<file path="config.mk">
export PLATFORM = sky130hd
export DESIGN_NAME = uart_rx_ctrl_flat
export DESIGN_NICKNAME = d
export VERILOG_FILES = /design/src/rtl/uart_rx_ctrl_if.sv /design/src/rtl/uart_rx_ctrl.sv /design/src/flat_wrapper.sv
export SDC_FILE = /design/constraint.sdc
export NUM_CORES = 1
export LEC_CHECK = 0
export CORE_ASPECT_RATIO = 0.6
export CORE_MARGIN = 2
export CORE_UTILIZATION = 45
export DETAILED_ROUTE_END_ITERATION = 6
export GPL_TIMING_DRIVEN = 0
export HOLD_SLACK_MARGIN = 0.1
export PLACE_DENSITY = 0.76
export SETUP_SLACK_MARGIN = 0.3
export SYNTH_ARGS = -nofsm -noshare
export SYNTH_HDL_FRONTEND = slang
export SYNTH_SLANG_ARGS = --single-unit
</file>
<file path="constraint.sdc">
create_clock -name clk_i -period 3.9 [get_ports clk_i]
set_input_delay 0.78 -clock clk_i [delete_from_list [all_inputs] [get_ports clk_i]]
set_output_delay 0.78 -clock clk_i [all_outputs]
set_load 0.03 [all_outputs]
</file>
<file path="src/rtl/uart_rx_ctrl_if.sv">
// uart_rx_ctrl_if: config/data link between the receive controller and a uart_rx core
interface uart_rx_ctrl_if;
    logic        rx_cfg_en_o;
    logic [15:0] rx_cfg_div_o;
    logic        rx_cfg_parity_en_o;
    logic [1:0]  rx_cfg_bits_o;
    logic        rx_cfg_stop_bits_o;
    logic        rx_err_clr_o;
    logic        rx_ready_o;
    logic [7:0]  rx_data_i;
    logic        rx_valid_i;
    logic        rx_busy_i;
    logic        rx_err_i;
    modport master (
        output rx_cfg_en_o, rx_cfg_div_o, rx_cfg_parity_en_o, rx_cfg_bits_o, rx_cfg_stop_bits_o,
        output rx_err_clr_o, rx_ready_o,
        input  rx_data_i, rx_valid_i, rx_busy_i, rx_err_i
    );
    modport slave (
        input  rx_cfg_en_o, rx_cfg_div_o, rx_cfg_parity_en_o, rx_cfg_bits_o, rx_cfg_stop_bits_o,
        input  rx_err_clr_o, rx_ready_o,
        output rx_data_i, rx_valid_i, rx_busy_i, rx_err_i
    );
endinterface

</file>
<file path="src/rtl/uart_rx_ctrl.sv">
// uart_rx_ctrl: enable/config sequencing, receive FIFO and sticky status for a uart_rx core
module uart_rx_ctrl #(
    parameter int FIFO_DEPTH = 4
) (
    input  logic                          clk_i,
    input  logic                          rst_i,
    input  logic                          en_i,
    input  logic                          cfg_wr_i,
    input  logic [15:0]                   cfg_div_i,
    input  logic                          cfg_parity_en_i,
    input  logic [1:0]                    cfg_bits_i,
    input  logic                          cfg_stop_bits_i,
    input  logic [15:0]                   timeout_cyc_i,
    input  logic [$clog2(FIFO_DEPTH):0]   irq_thresh_i,
    input  logic                          irq_clr_i,
    uart_rx_ctrl_if.master                rx,
    output logic [7:0]                    data_o,
    output logic                          valid_o,
    input  logic                          ready_i,
    output logic [$clog2(FIFO_DEPTH):0]   level_o,
    output logic                          overrun_o,
    output logic                          timeout_o,
    output logic                          err_o,
    output logic                          irq_o
);
    localparam int AW = $clog2(FIFO_DEPTH);
    localparam int LW = AW + 1;
    localparam logic [19:0] CFG_RST = {16'd868, 1'b0, 2'b11, 1'b0};

    typedef enum logic [1:0] {OFF, ON, PEND, STOP} state_t;

    state_t          state_q, state_d;
    logic [19:0]     shadow_q, shadow_d, act_q, act_d;
    logic [7:0]      mem_q [FIFO_DEPTH];
    logic [7:0]      mem_d [FIFO_DEPTH];
    logic [AW-1:0]   wptr_q, wptr_d, rptr_q, rptr_d;
    logic [LW-1:0]   level_q, level_d;
    logic [15:0]     cnt_q, cnt_d;
    logic            ovr_q, ovr_d, to_q, to_d, err_q, err_d;
    logic            eprev_q, eprev_d, eclr_q, eclr_d, irq_q, irq_d;
    logic            on, dirty, acc, full, pop, push, idle, rise;

    always_comb begin
        on      = state_q != OFF;
        dirty   = shadow_q != act_q;
        state_d = state_q;
        case (state_q)
            OFF:  if (en_i) state_d = ON;
            ON:   if (!en_i) state_d = rx.rx_busy_i ? STOP : OFF;
                  else if (rx.rx_busy_i && (cfg_wr_i || dirty)) state_d = PEND;
            PEND: if (!rx.rx_busy_i) state_d = en_i ? ON : OFF;
            STOP: if (en_i) state_d = (rx.rx_busy_i && (cfg_wr_i || dirty)) ? PEND : ON;
                  else if (!rx.rx_busy_i) state_d = OFF;
            default: state_d = OFF;
        endcase
        // the active config only follows the shadow between frames
        shadow_d = cfg_wr_i ? {cfg_div_i, cfg_parity_en_i, cfg_bits_i, cfg_stop_bits_i} : shadow_q;
        act_d    = rx.rx_busy_i ? act_q : shadow_d;
    end

    always_comb begin
        full    = level_q == LW'(FIFO_DEPTH);
        acc     = rx.rx_valid_i & on;
        pop     = (level_q != '0) & ready_i;
        push    = acc & (!full | pop);
        for (int i = 0; i < FIFO_DEPTH; i++)
            mem_d[i] = (push && wptr_q == AW'(i)) ? rx.rx_data_i : mem_q[i];
        wptr_d  = wptr_q + AW'(push);
        rptr_d  = rptr_q + AW'(pop);
        level_d = level_q + LW'(push) - LW'(pop);
        idle    = (level_q != '0) & !push & !pop;
        cnt_d   = !idle ? '0 : (cnt_q == '1 ? cnt_q : cnt_q + 16'd1);
        rise    = rx.rx_err_i & !eprev_q;
        eprev_d = rx.rx_err_i;
        eclr_d  = rise;
        // set events take priority over irq_clr_i
        ovr_d   = (acc & full & !pop) | (ovr_q & !irq_clr_i);
        to_d    = (timeout_cyc_i != '0 && idle && cnt_d >= timeout_cyc_i) | (to_q & !irq_clr_i);
        err_d   = rise | (err_q & !irq_clr_i);
        irq_d   = (level_q >= irq_thresh_i && irq_thresh_i != '0) | ovr_q | to_q | err_q;
    end

    always_ff @(posedge clk_i or posedge rst_i) begin
        if (rst_i) begin
            state_q  <= OFF;
            shadow_q <= CFG_RST;
            act_q    <= CFG_RST;
            mem_q    <= '{default: '0};
            wptr_q   <= '0;
            rptr_q   <= '0;
            level_q  <= '0;
            cnt_q    <= '0;
            ovr_q    <= 1'b0;
            to_q     <= 1'b0;
            err_q    <= 1'b0;
            eprev_q  <= 1'b0;
            eclr_q   <= 1'b0;
            irq_q    <= 1'b0;
        end else begin
            state_q  <= state_d;
            shadow_q <= shadow_d;
            act_q    <= act_d;
            mem_q    <= mem_d;
            wptr_q   <= wptr_d;
            rptr_q   <= rptr_d;
            level_q  <= level_d;
            cnt_q    <= cnt_d;
            ovr_q    <= ovr_d;
            to_q     <= to_d;
            err_q    <= err_d;
            eprev_q  <= eprev_d;
            eclr_q   <= eclr_d;
            irq_q    <= irq_d;
        end
    end

    assign rx.rx_cfg_en_o  = on;
    assign rx.rx_ready_o   = on;
    assign rx.rx_err_clr_o = eclr_q;
    assign {rx.rx_cfg_div_o, rx.rx_cfg_parity_en_o, rx.rx_cfg_bits_o, rx.rx_cfg_stop_bits_o} = act_q;
    assign valid_o   = level_q != '0;
    assign data_o    = valid_o ? mem_q[rptr_q] : 8'h00;
    assign level_o   = level_q;
    assign overrun_o = ovr_q;
    assign timeout_o = to_q;
    assign err_o     = err_q;
    assign irq_o     = irq_q;
endmodule

</file>
<file path="src/flat_wrapper.sv">
// flat-port wrapper written by rule: the top's interface ports become plain ports
module uart_rx_ctrl_flat 
#(
    parameter int FIFO_DEPTH = 4
)
  (clk_i, rst_i, en_i, cfg_wr_i, cfg_div_i, cfg_parity_en_i, cfg_bits_i, cfg_stop_bits_i, timeout_cyc_i, irq_thresh_i, irq_clr_i, data_o, valid_o, ready_i, level_o, overrun_o, timeout_o, err_o, irq_o, rx_rx_cfg_en_o, rx_rx_cfg_div_o, rx_rx_cfg_parity_en_o, rx_rx_cfg_bits_o, rx_rx_cfg_stop_bits_o, rx_rx_err_clr_o, rx_rx_ready_o, rx_rx_data_i, rx_rx_valid_i, rx_rx_busy_i, rx_rx_err_i);
  uart_rx_ctrl_if rx_i ();
  input  logic clk_i;
  input  logic rst_i;
  input  logic en_i;
  input  logic cfg_wr_i;
  input  logic [15:0] cfg_div_i;
  input  logic cfg_parity_en_i;
  input  logic [1:0] cfg_bits_i;
  input  logic cfg_stop_bits_i;
  input  logic [15:0] timeout_cyc_i;
  input  logic [$clog2(FIFO_DEPTH):0] irq_thresh_i;
  input  logic irq_clr_i;
  output logic [7:0] data_o;
  output logic valid_o;
  input  logic ready_i;
  output logic [$clog2(FIFO_DEPTH):0] level_o;
  output logic overrun_o;
  output logic timeout_o;
  output logic err_o;
  output logic irq_o;
  output wire logic [$bits(rx_i.rx_cfg_en_o)-1:0] rx_rx_cfg_en_o;
  output wire logic [$bits(rx_i.rx_cfg_div_o)-1:0] rx_rx_cfg_div_o;
  output wire logic [$bits(rx_i.rx_cfg_parity_en_o)-1:0] rx_rx_cfg_parity_en_o;
  output wire logic [$bits(rx_i.rx_cfg_bits_o)-1:0] rx_rx_cfg_bits_o;
  output wire logic [$bits(rx_i.rx_cfg_stop_bits_o)-1:0] rx_rx_cfg_stop_bits_o;
  output wire logic [$bits(rx_i.rx_err_clr_o)-1:0] rx_rx_err_clr_o;
  output wire logic [$bits(rx_i.rx_ready_o)-1:0] rx_rx_ready_o;
  input wire logic [$bits(rx_i.rx_data_i)-1:0] rx_rx_data_i;
  input wire logic [$bits(rx_i.rx_valid_i)-1:0] rx_rx_valid_i;
  input wire logic [$bits(rx_i.rx_busy_i)-1:0] rx_rx_busy_i;
  input wire logic [$bits(rx_i.rx_err_i)-1:0] rx_rx_err_i;
  assign rx_rx_cfg_en_o = rx_i.rx_cfg_en_o;
  assign rx_rx_cfg_div_o = rx_i.rx_cfg_div_o;
  assign rx_rx_cfg_parity_en_o = rx_i.rx_cfg_parity_en_o;
  assign rx_rx_cfg_bits_o = rx_i.rx_cfg_bits_o;
  assign rx_rx_cfg_stop_bits_o = rx_i.rx_cfg_stop_bits_o;
  assign rx_rx_err_clr_o = rx_i.rx_err_clr_o;
  assign rx_rx_ready_o = rx_i.rx_ready_o;
  assign rx_i.rx_data_i = rx_rx_data_i;
  assign rx_i.rx_valid_i = rx_rx_valid_i;
  assign rx_i.rx_busy_i = rx_rx_busy_i;
  assign rx_i.rx_err_i = rx_rx_err_i;
  uart_rx_ctrl #(.FIFO_DEPTH(FIFO_DEPTH)) u_core (.clk_i(clk_i), .rst_i(rst_i), .en_i(en_i), .cfg_wr_i(cfg_wr_i), .cfg_div_i(cfg_div_i), .cfg_parity_en_i(cfg_parity_en_i), .cfg_bits_i(cfg_bits_i), .cfg_stop_bits_i(cfg_stop_bits_i), .timeout_cyc_i(timeout_cyc_i), .irq_thresh_i(irq_thresh_i), .irq_clr_i(irq_clr_i), .rx(rx_i), .data_o(data_o), .valid_o(valid_o), .ready_i(ready_i), .level_o(level_o), .overrun_o(overrun_o), .timeout_o(timeout_o), .err_o(err_o), .irq_o(irq_o));
endmodule
</file>
==> results of run 1 <==
==> cell type report <==
class | instances | area (um^2)
Fill cell | 912 | 4530
Multi-Input combinational cell | 268 | 2530
Timing Repair Buffer | 96 | 971
Sequential cell | 103 | 2590
Inverter | 27 | 104
Tap cell | 144 | 180
Buffer | 12 | 77.6
Clock inverter | 3 | 18.8
Clock buffer | 13 | 260
==> cells in the final DEF (no fill, tap or decap), types with 9 or more instances in the layout <==
| cell | instances |
|---|---|
| sky130_fd_sc_hd__clkdlybuf4s50_1 | 93 |
| sky130_fd_sc_hd__ha_1 | 22 |
| sky130_fd_sc_hd__inv_1 | 26 |
| sky130_fd_sc_hd__dfrtp_1 | 89 |
| sky130_fd_sc_hd__nor4_1 | 9 |
| sky130_fd_sc_hd__and2_1 | 11 |
| sky130_fd_sc_hd__mux2_1 | 21 |
| sky130_fd_sc_hd__dfstp_2 | 14 |
| sky130_fd_sc_hd__nand2_1 | 14 |
| sky130_fd_sc_hd__xor2_1 | 19 |
| sky130_fd_sc_hd__nor2_1 | 11 |
| sky130_fd_sc_hd__xnor2_1 | 13 |
| sky130_fd_sc_hd__mux2_2 | 43 |
| sky130_fd_sc_hd__clkbuf_16 | 9 |
| sky130_fd_sc_hd__nand3_1 | 11 |
==> worst max path at each step <==
stage / startpoint / end / slack [ns] / depth (start not counted)
after global routing: u_core.level_o[1] / u_core.timeout_o / 0.30 / 12
after floorplan: ready_i / u_core.timeout_o / 0.43 / 12
after detailed placement: ready_i / u_core.timeout_o / -0.80 / 12
after CTS: ready_i / u_core.timeout_o / 0.31 / 12
final: ready_i / u_core.timeout_o / 0.39 / 13
after global placement: rst_i / u_core.mem_q[25] / -1.01 / 2
==> power breakdown <==
part	leakage, nW	total (mW)	internal [mW]	switching (mW)
combinational	1.47	1.58	0.811	0.771
clock	0.140	0.843	0.467	0.376
sequential	1.24	1.54	1.36	0.185
total	2.85	3.97	2.64	1.33
==> worst max-delay path, stage by stage <==
cell and delay (ns):
sky130_fd_sc_hd__buf_2 0.14, sky130_fd_sc_hd__or4b_4 0.50, sky130_fd_sc_hd__nor2b_1 0.16, sky130_fd_sc_hd__buf_6 0.15, sky130_fd_sc_hd__or3_4 0.39, sky130_fd_sc_hd__buf_8 0.16
sky130_fd_sc_hd__a21oi_4 0.11, sky130_fd_sc_hd__ha_1 0.24, sky130_fd_sc_hd__o211ai_1 0.17, sky130_fd_sc_hd__a21oi_1 0.08, sky130_fd_sc_hd__o41a_1 0.41, sky130_fd_sc_hd__a2111oi_4 0.28
sky130_fd_sc_hd__o311ai_1 0.16
==> metal layers <==
| layer | track usage (%) | part of all wire [%] | vias to the layer above | wire length (um) |
|---|---|---|---|---|
| li1 | - | - | 1686 | - |
| met1 | 29.4 | 50 | 1813 | 5770 |
| met2 | 30.2 | 44 | 95 | 5070 |
| met3 | 3.68 | 4.5 | 12 | 514 |
| met4 | 5.94 | 1.4 | 0 | 161 |
| met5 | 0 | 0 | - | 0 |
==> logic make-up after synthesis <==
family	after synthesis
AO/OA/AOI/OAI	38
XOR/XNOR	32
adder cells (fa/ha/maj)	25
buffers and inverters	39
flip-flops	103
multiplexers	81
AND/OR/NAND/NOR	92
==> repair_timing <==
item,4_1_cts,5_1_grt
setup endpoints to repair,1,2
gates resized for setup,14,12
pin swaps,5,7
setup buffers,1,0
hold buffers,0,0
==> sequential cells by signal (all words and copies together), names as in the netlist <==
register and count:
u_core.wptr_q 2, u_core.eprev_q 1, u_core.irq_o 1, u_core.shadow_q 20
u_core.overrun_o 1, u_core.rptr_q 2, u_core.act_q 20, u_core.state_q 2
u_core.mem_q 32, u_core.timeout_o 1, u_core.rx.rx_err_clr_o 1, u_core.err_o 1
u_core.level_o 3, u_core.cnt_q 16
==> stage by stage <==
step | hold WS [ns] | setup TNS [ns] | cells | area [um^2]
4_1_cts | 0.418 | 0 | 666 | 6700
6_report | 0.417 | 0 | 666 | 6730
3_5_place_dp | 0.409 | -0.802 | 649 | 6350
3_3_place_gp | 0.394 | -89.99 | 648 | 6320
5_1_grt | 0.439 | 0 | 666 | 6730
2_1_floorplan | 0.389 | 0 | 410 | 5190
==> impl_metrics.prom, run 1 <==
# TYPE chip_impl_metric gauge
chip_impl_metric{name="cts_inserted_buffers",unit=""} 9
chip_impl_metric{name="period_needed",unit="ns"} 3.51
chip_impl_metric{name="global_route.usage.total",unit="%"} 19.9
chip_impl_info{name="worstHoldPathType",value="register to register"} 1
chip_impl_metric{name="placement.setup.worst_slack",unit="ns"} -0.802
chip_impl_info{name="timing.rr.end",value="u_core.timeout_o"} 1
chip_impl_metric{name="clk-insertion-delay-late",unit="ns"} 0.34
chip_impl_metric{name="buffer_ports.inserted",unit=""} 94
chip_impl_metric{name="synth.avg_cell_area",unit="um^2"} 12.7
chip_impl_metric{name="slew-limit-headroom",unit="%"} 48.7
chip_impl_metric{name="drt_first_pass_iters",unit=""} 4
chip_impl_info{name="synth_most_common_cell",value="sky130_fd_sc_hd__dfrtp_1"} 1
chip_impl_metric{name="insertedDiodeCount",unit=""} 0
chip_impl_metric{name="grt_pass1_wl",unit="um"} 19100
chip_impl_metric{name="ys_seq_area_share",unit="%"} 50.0
chip_impl_metric{name="yosys_register_bits",unit=""} 103
chip_impl_metric{name="r2r_slack",unit="ns"} 0.40
chip_impl_metric{name="leak_pwr",unit="nW"} 2.85
chip_impl_metric{name="synth_cells",unit=""} 410
chip_impl_metric{name="worstPathArrival",unit="ns"} 3.72
chip_impl_metric{name="effective_utilization_at_floorplan",unit="%"} 46.1
chip_impl_metric{name="crit_fanout",unit=""} 8
chip_impl_metric{name="finClkSkew",unit="ns"} 0.00698
chip_impl_metric{name="number_of_antenna_violating_nets_in_the_routed_design",unit=""} 0
chip_impl_metric{name="grt_start_max_net_pins",unit=""} 61
chip_impl_info{name="cts_tree",value="built"} 1
chip_impl_metric{name="worst_setup_hold_path_clk_slew",unit="ns"} 0.07
chip_impl_metric{name="final.setup.worst_slack",unit="ns"} 0.387
chip_impl_metric{name="drcViolationCount",unit=""} 0
chip_impl_metric{name="dieWidth",unit="um"} 143
chip_impl_info{name="worst_hold_path.endpoint",value="u_core.rx.rx_err_clr_o"} 1
chip_impl_metric{name="syn2layout_area_growth",unit="%"} 29.6
chip_impl_metric{name="grt_antenna_before_repair",unit=""} 0
chip_impl_metric{name="coreArea",unit="um^2"} 11300
chip_impl_metric{name="power_density",unit="nW/um^2"} 590
chip_impl_metric{name="overflow",unit=""} 0
chip_impl_metric{name="fin_max_slew_vios",unit=""} 0
chip_impl_metric{name="max-cap-violations",unit=""} 0
chip_impl_metric{name="die-area",unit="um^2"} 12400
chip_impl_metric{name="final_layout_net_count",unit=""} 598
chip_impl_metric{name="vias_in_the_first_global_route",unit=""} 3793
chip_impl_metric{name="maximum_operating_frequency",unit="MHz"} 285
chip_impl_info{name="synth-main-ff-cell",value="sky130_fd_sc_hd__dfrtp_1"} 1
chip_impl_metric{name="timing.reg2reg.worst_path_depth",unit=""} 12
chip_impl_metric{name="h-tree-depth",unit=""} 3
chip_impl_metric{name="routed_via_density",unit=""} 5.41
chip_impl_metric{name="hpwl",unit="um"} 8540
chip_impl_metric{name="initial_detailed_routing_violation_count",unit=""} 190
chip_impl_metric{name="ys_async_sr_fraction",unit="%"} 100
chip_impl_metric{name="synthDistinctLibCells",unit=""} 55
chip_impl_metric{name="synth_adder_area_share",unit="%"} 6.17
chip_impl_metric{name="synthDominantCellAreaShare",unit="%"} 42.9
chip_impl_metric{name="row_count",unit=""} 30
chip_impl_info{name="reg2reg_from",value="u_core.level_o[1]"} 1
chip_impl_metric{name="synthMuxAreaShare",unit="%"} 19.8
chip_impl_metric{name="layout-drive-gt1-share",unit="%"} 22.0
chip_impl_info{name="setup.worst_path.end_class",value="register"} 1
chip_impl_metric{name="place_congestion",unit=""} 0.899
chip_impl_metric{name="share_of_the_synthesized_area_in_compound_gates_ao_oa_aoi_oai",unit="%"} 5.15
chip_impl_info{name="status",value="complete, no violations"} 1
chip_impl_info{name="synth_largest_area_cell",value="sky130_fd_sc_hd__dfrtp_1"} 1
chip_impl_metric{name="synth_enable_flop_cells",unit=""} 0
chip_impl_metric{name="routed-via-count",unit=""} 3606
chip_impl_metric{name="design.portCount",unit=""} 95
chip_impl_info{name="yosys-top-cells-count",value="sky130_fd_sc_hd__dfrtp_1, sky130_fd_sc_hd__mux2_2, sky130_fd_sc_hd__inv_1, sky130_fd_sc_hd__ha_1, sky130_fd_sc_hd__mux2_1"} 1
chip_impl_metric{name="cts_sinks",unit=""} 103
chip_impl_metric{name="ir_drop",unit="mV"} 0.396
chip_impl_metric{name="finish.utilization",unit="%"} 59.8
chip_impl_info{name="crit_path_start_kind",value="input pin"} 1
chip_impl_metric{name="clk_path_buf_depth",unit=""} 2
chip_impl_info{name="grt_setup_unrepaired",value="yes"} 1
chip_impl_metric{name="die_h",unit="um"} 87.2
chip_impl_metric{name="synth_xor_area_share",unit="%"} 5.39
chip_impl_metric{name="yosys.area_share.simple",unit="%"} 10.2
chip_impl_info{name="clock_tree.root_cell",value="sky130_fd_sc_hd__clkbuf_16"} 1
chip_impl_metric{name="setup-violations-final",unit=""} 0
chip_impl_metric{name="mappedNetlistNets",unit=""} 491
chip_impl_metric{name="avgRoutedWirePerCell",unit="um"} 17.3
chip_impl_info{name="path_class",value="input pin to register"} 1
chip_impl_metric{name="finalPower",unit="mW"} 3.97
chip_impl_metric{name="routed_wl",unit="um"} 11500
chip_impl_metric{name="worst_max_slew_pin_slew",unit="ns"} 0.766
chip_impl_info{name="post_synth_main_area_contributors",value="sky130_fd_sc_hd__dfrtp_1, sky130_fd_sc_hd__mux2_2, sky130_fd_sc_hd__dfstp_2, sky130_fd_sc_hd__ha_1, sky130_fd_sc_hd__mux2_1"} 1
chip_impl_metric{name="final_min_period_over_clock_period",unit="%"} 90.1
chip_impl_info{name="largest_family_of_logic_cells_by_synthesized_area",value="multiplexers"} 1
chip_impl_metric{name="number_of_endpoints_with_negative_hold_slack_in_the_final_report",unit=""} 0
chip_impl_info{name="startpoint_of_the_lowest_slack_hold_path",value="u_core.eprev_q"} 1
chip_impl_metric{name="critPathRequiredTime",unit="ns"} 4.11
chip_impl_metric{name="synthesis.area",unit="um^2"} 5190
chip_impl_metric{name="yosys_warnings",unit=""} 0
chip_impl_metric{name="hold_path_depth",unit=""} 1
Power figures use the tool's default switching activity.
==> inputs of run 2 (changes only) <==
Settings changed: CAP_MARGIN set to 20.
==> run 2 against run 1 <==
Compared with the run above: sequential share of layout area stayed put; cell area stayed put; non-clock buffer count stayed put; count of clock-buffer cells in the layout stayed put; register-to-register slack hardly changed; die area stayed put; via count stayed put; wire length stayed put; worst setup slack stayed put; global-route usage stayed put; first-iteration DRC count stayed put; sequential cell count stayed put; critical path type unchanged; largest cell class unchanged; highest routed layer unchanged.
==> impl_metrics.prom, run 2 (synthesized netlist as in run 1, its figures left out) <==
# TYPE chip_impl_metric gauge
chip_impl_info{name="top_regs",value="u_core.mem_q x32, u_core.act_q x20, u_core.shadow_q x20"} 1
chip_impl_metric{name="crit_fanout",unit=""} 8
chip_impl_metric{name="place_congestion",unit=""} 0.899
chip_impl_metric{name="dieWidth",unit="um"} 143
chip_impl_metric{name="drt_first_pass_iters",unit=""} 4
chip_impl_metric{name="layout-drive-gt1-share",unit="%"} 22.0
chip_impl_info{name="timing.rr.end",value="u_core.timeout_o"} 1
chip_impl_metric{name="multi_input_area",unit="um^2"} 2530
chip_impl_metric{name="r2r_slack",unit="ns"} 0.40
chip_impl_info{name="reg2reg_from",value="u_core.level_o[1]"} 1
chip_impl_metric{name="routed_via_density",unit=""} 5.41
chip_impl_metric{name="grt_antenna_before_repair",unit=""} 0
chip_impl_metric{name="fillers",unit=""} 912
chip_impl_info{name="max_flop_register",value="u_core.mem_q"} 1
chip_impl_metric{name="hpwl",unit="um"} 8540
chip_impl_info{name="path_class",value="input pin to register"} 1
chip_impl_metric{name="design.portCount",unit=""} 95
chip_impl_metric{name="vias_in_the_first_global_route",unit=""} 3793
chip_impl_info{name="worstHoldPathType",value="register to register"} 1
chip_impl_info{name="cts_tree",value="built"} 1
chip_impl_metric{name="grt_start_max_net_pins",unit=""} 61
chip_impl_metric{name="number_of_endpoints_with_negative_hold_slack_in_the_final_report",unit=""} 0
chip_impl_metric{name="maximum_operating_frequency",unit="MHz"} 285
chip_impl_metric{name="h-tree-depth",unit=""} 3
chip_impl_metric{name="cts_hold_repair.buffers",unit=""} 0
chip_impl_metric{name="finClkSkew",unit="ns"} 0.00698
chip_impl_metric{name="worst_path_largest_cell_delay",unit="ns"} 0.50
chip_impl_metric{name="cts_inserted_buffers",unit=""} 9
chip_impl_metric{name="initial_detailed_routing_violation_count",unit=""} 190
chip_impl_metric{name="critPathRequiredTime",unit="ns"} 4.11
chip_impl_metric{name="worst_setup_hold_path_clk_slew",unit="ns"} 0.07
chip_impl_info{name="mostFrequentLayoutCell",value="sky130_fd_sc_hd__clkdlybuf4s50_1"} 1
chip_impl_metric{name="drcViolationCount",unit=""} 0
chip_impl_metric{name="worstPathArrival",unit="ns"} 3.72
chip_impl_info{name="setup.worst_path.end_class",value="register"} 1
chip_impl_metric{name="coreArea",unit="um^2"} 11300
chip_impl_metric{name="ir_drop",unit="mV"} 0.396
chip_impl_metric{name="grt_pass1_wl",unit="um"} 19100
chip_impl_metric{name="leak_pwr",unit="nW"} 2.85
chip_impl_info{name="crit_path_start_kind",value="input pin"} 1
chip_impl_metric{name="routed_wl",unit="um"} 11500
chip_impl_metric{name="ff_latch_area",unit="um^2"} 2590
chip_impl_metric{name="hold_path_depth",unit=""} 1
chip_impl_metric{name="buffer_ports.inserted",unit=""} 94
chip_impl_metric{name="overflow",unit=""} 0
chip_impl_metric{name="row_count",unit=""} 30
chip_impl_metric{name="slew-limit-headroom",unit="%"} 48.7
chip_impl_metric{name="finish.utilization",unit="%"} 59.8
chip_impl_metric{name="largest_register_ffs",unit=""} 32
chip_impl_metric{name="cts_sinks",unit=""} 103
chip_impl_metric{name="routed-via-count",unit=""} 3606
chip_impl_info{name="startpoint_of_the_lowest_slack_hold_path",value="u_core.eprev_q"} 1
chip_impl_metric{name="worst_max_slew_pin_slew",unit="ns"} 0.766
chip_impl_metric{name="clk_path_buf_depth",unit=""} 2
chip_impl_metric{name="insertedDiodeCount",unit=""} 0
chip_impl_info{name="worst_path_cell_chain",value="buf_2 > or4b_4 > nor2b_1 > buf_6 > or3_4 > buf_8 > a21oi_4 > ha_1 > o211ai_1 > a21oi_1 > o41a_1 > a2111oi_4 > o311ai_1"} 1
chip_impl_metric{name="die_h",unit="um"} 87.2
chip_impl_metric{name="max-cap-violations",unit=""} 0
chip_impl_metric{name="number_of_antenna_violating_nets_in_the_routed_design",unit=""} 0
chip_impl_metric{name="final_layout_net_count",unit=""} 598
chip_impl_metric{name="die-area",unit="um^2"} 12400
chip_impl_metric{name="avgRoutedWirePerCell",unit="um"} 17.3
chip_impl_info{name="clock_tree.root_cell",value="sky130_fd_sc_hd__clkbuf_16"} 1
chip_impl_info{name="cp_slowest_cell",value="sky130_fd_sc_hd__or4b_4"} 1
chip_impl_info{name="status",value="complete, no violations"} 1
chip_impl_metric{name="setup-tns-final",unit="ns"} 0
chip_impl_info{name="mostFrequentLayoutCells",value="sky130_fd_sc_hd__clkdlybuf4s50_1, sky130_fd_sc_hd__dfrtp_1, sky130_fd_sc_hd__mux2_2"} 1
chip_impl_metric{name="global_route.usage.total",unit="%"} 19.9
chip_impl_metric{name="setup-violations-final",unit=""} 0
chip_impl_metric{name="power_density",unit="nW/um^2"} 590
chip_impl_metric{name="clk-insertion-delay-late",unit="ns"} 0.34
chip_impl_metric{name="effective_utilization_at_floorplan",unit="%"} 46.1
chip_impl_info{name="worst_hold_path.endpoint",value="u_core.rx.rx_err_clr_o"} 1
chip_impl_metric{name="timing.reg2reg.worst_path_depth",unit=""} 12
chip_impl_metric{name="syn2layout_area_growth",unit="%"} 29.6
chip_impl_metric{name="fin_max_slew_vios",unit=""} 0
chip_impl_metric{name="period_needed",unit="ns"} 3.51
chip_impl_info{name="grt_setup_unrepaired",value="yes"} 1
chip_impl_metric{name="final_min_period_over_clock_period",unit="%"} 90.1
==> run 2: worst max-delay path: cells and delay by family <==
family	cells	cell delay (ns)
AO/OA/AOI/OAI	6	1.21
adder cells (fa/ha/maj)	1	0.24
buffers and inverters	3	0.45
AND/OR/NAND/NOR	3	1.05
==> run 2: layout make-up <==
type                    instances  area share [%]
multi-input cells             268            37.5
clock buffers                  13            3.87
flip-flops and latches        103            38.5
repair buffers                 96            14.4
plain buffers                  12            1.15
well taps                     144            2.68
inverters                      27            1.54
clock inverters                 3           0.279
==> run 2: how the worst max path moves through the flow <==
stage,from,end,cells past startpoint
3_5_place_dp,ready_i,u_core.timeout_o,12
3_3_place_gp,rst_i,u_core.mem_q[25],2
5_1_grt,u_core.level_o[1],u_core.timeout_o,12
6_report,ready_i,u_core.timeout_o,13
2_1_floorplan,ready_i,u_core.timeout_o,12
4_1_cts,ready_i,u_core.timeout_o,12
==> run 2: repair_timing <==
action / 4_1_cts / 5_1_grt
resized for setup: 14 / 12
pin swaps: 5 / 7
cloned: 0 / 0
setup buffers: 1 / 0
endpoints found under the setup margin: 1 / 2
hold endpoints to repair: 0 / 0
==> run 2: through the flow <==
stage	total power [mW]	std cells	setup WS (ns)	hold slack [ns]	cell area [um^2]
after floorplan	2.55	410	0.426	0.389	5190
after global placement	3.06	648	-1.01	0.394	6320
after detailed placement	3.13	649	-0.802	0.409	6350
after CTS	4.00	666	0.314	0.418	6700
after global routing	4.19	666	0.302	0.439	6730
final	3.97	666	0.387	0.417	6730
==> run 2: report_power, final <==
group,internal (mW),leakage [nW],switching [mW],total [mW]
clock,0.467,0.140,0.376,0.843
sequential,1.36,1.24,0.185,1.54
combinational,0.811,1.47,0.771,1.58
==> run 2: metal layers <==
layer	GRT usage [%]	vias to the layer above	wire, um
li1	-	1686	-
met1	29.4	1813	5770
met2	30.2	95	5070
met3	3.68	12	514
met4	5.94	0	161
met5	0	-	0
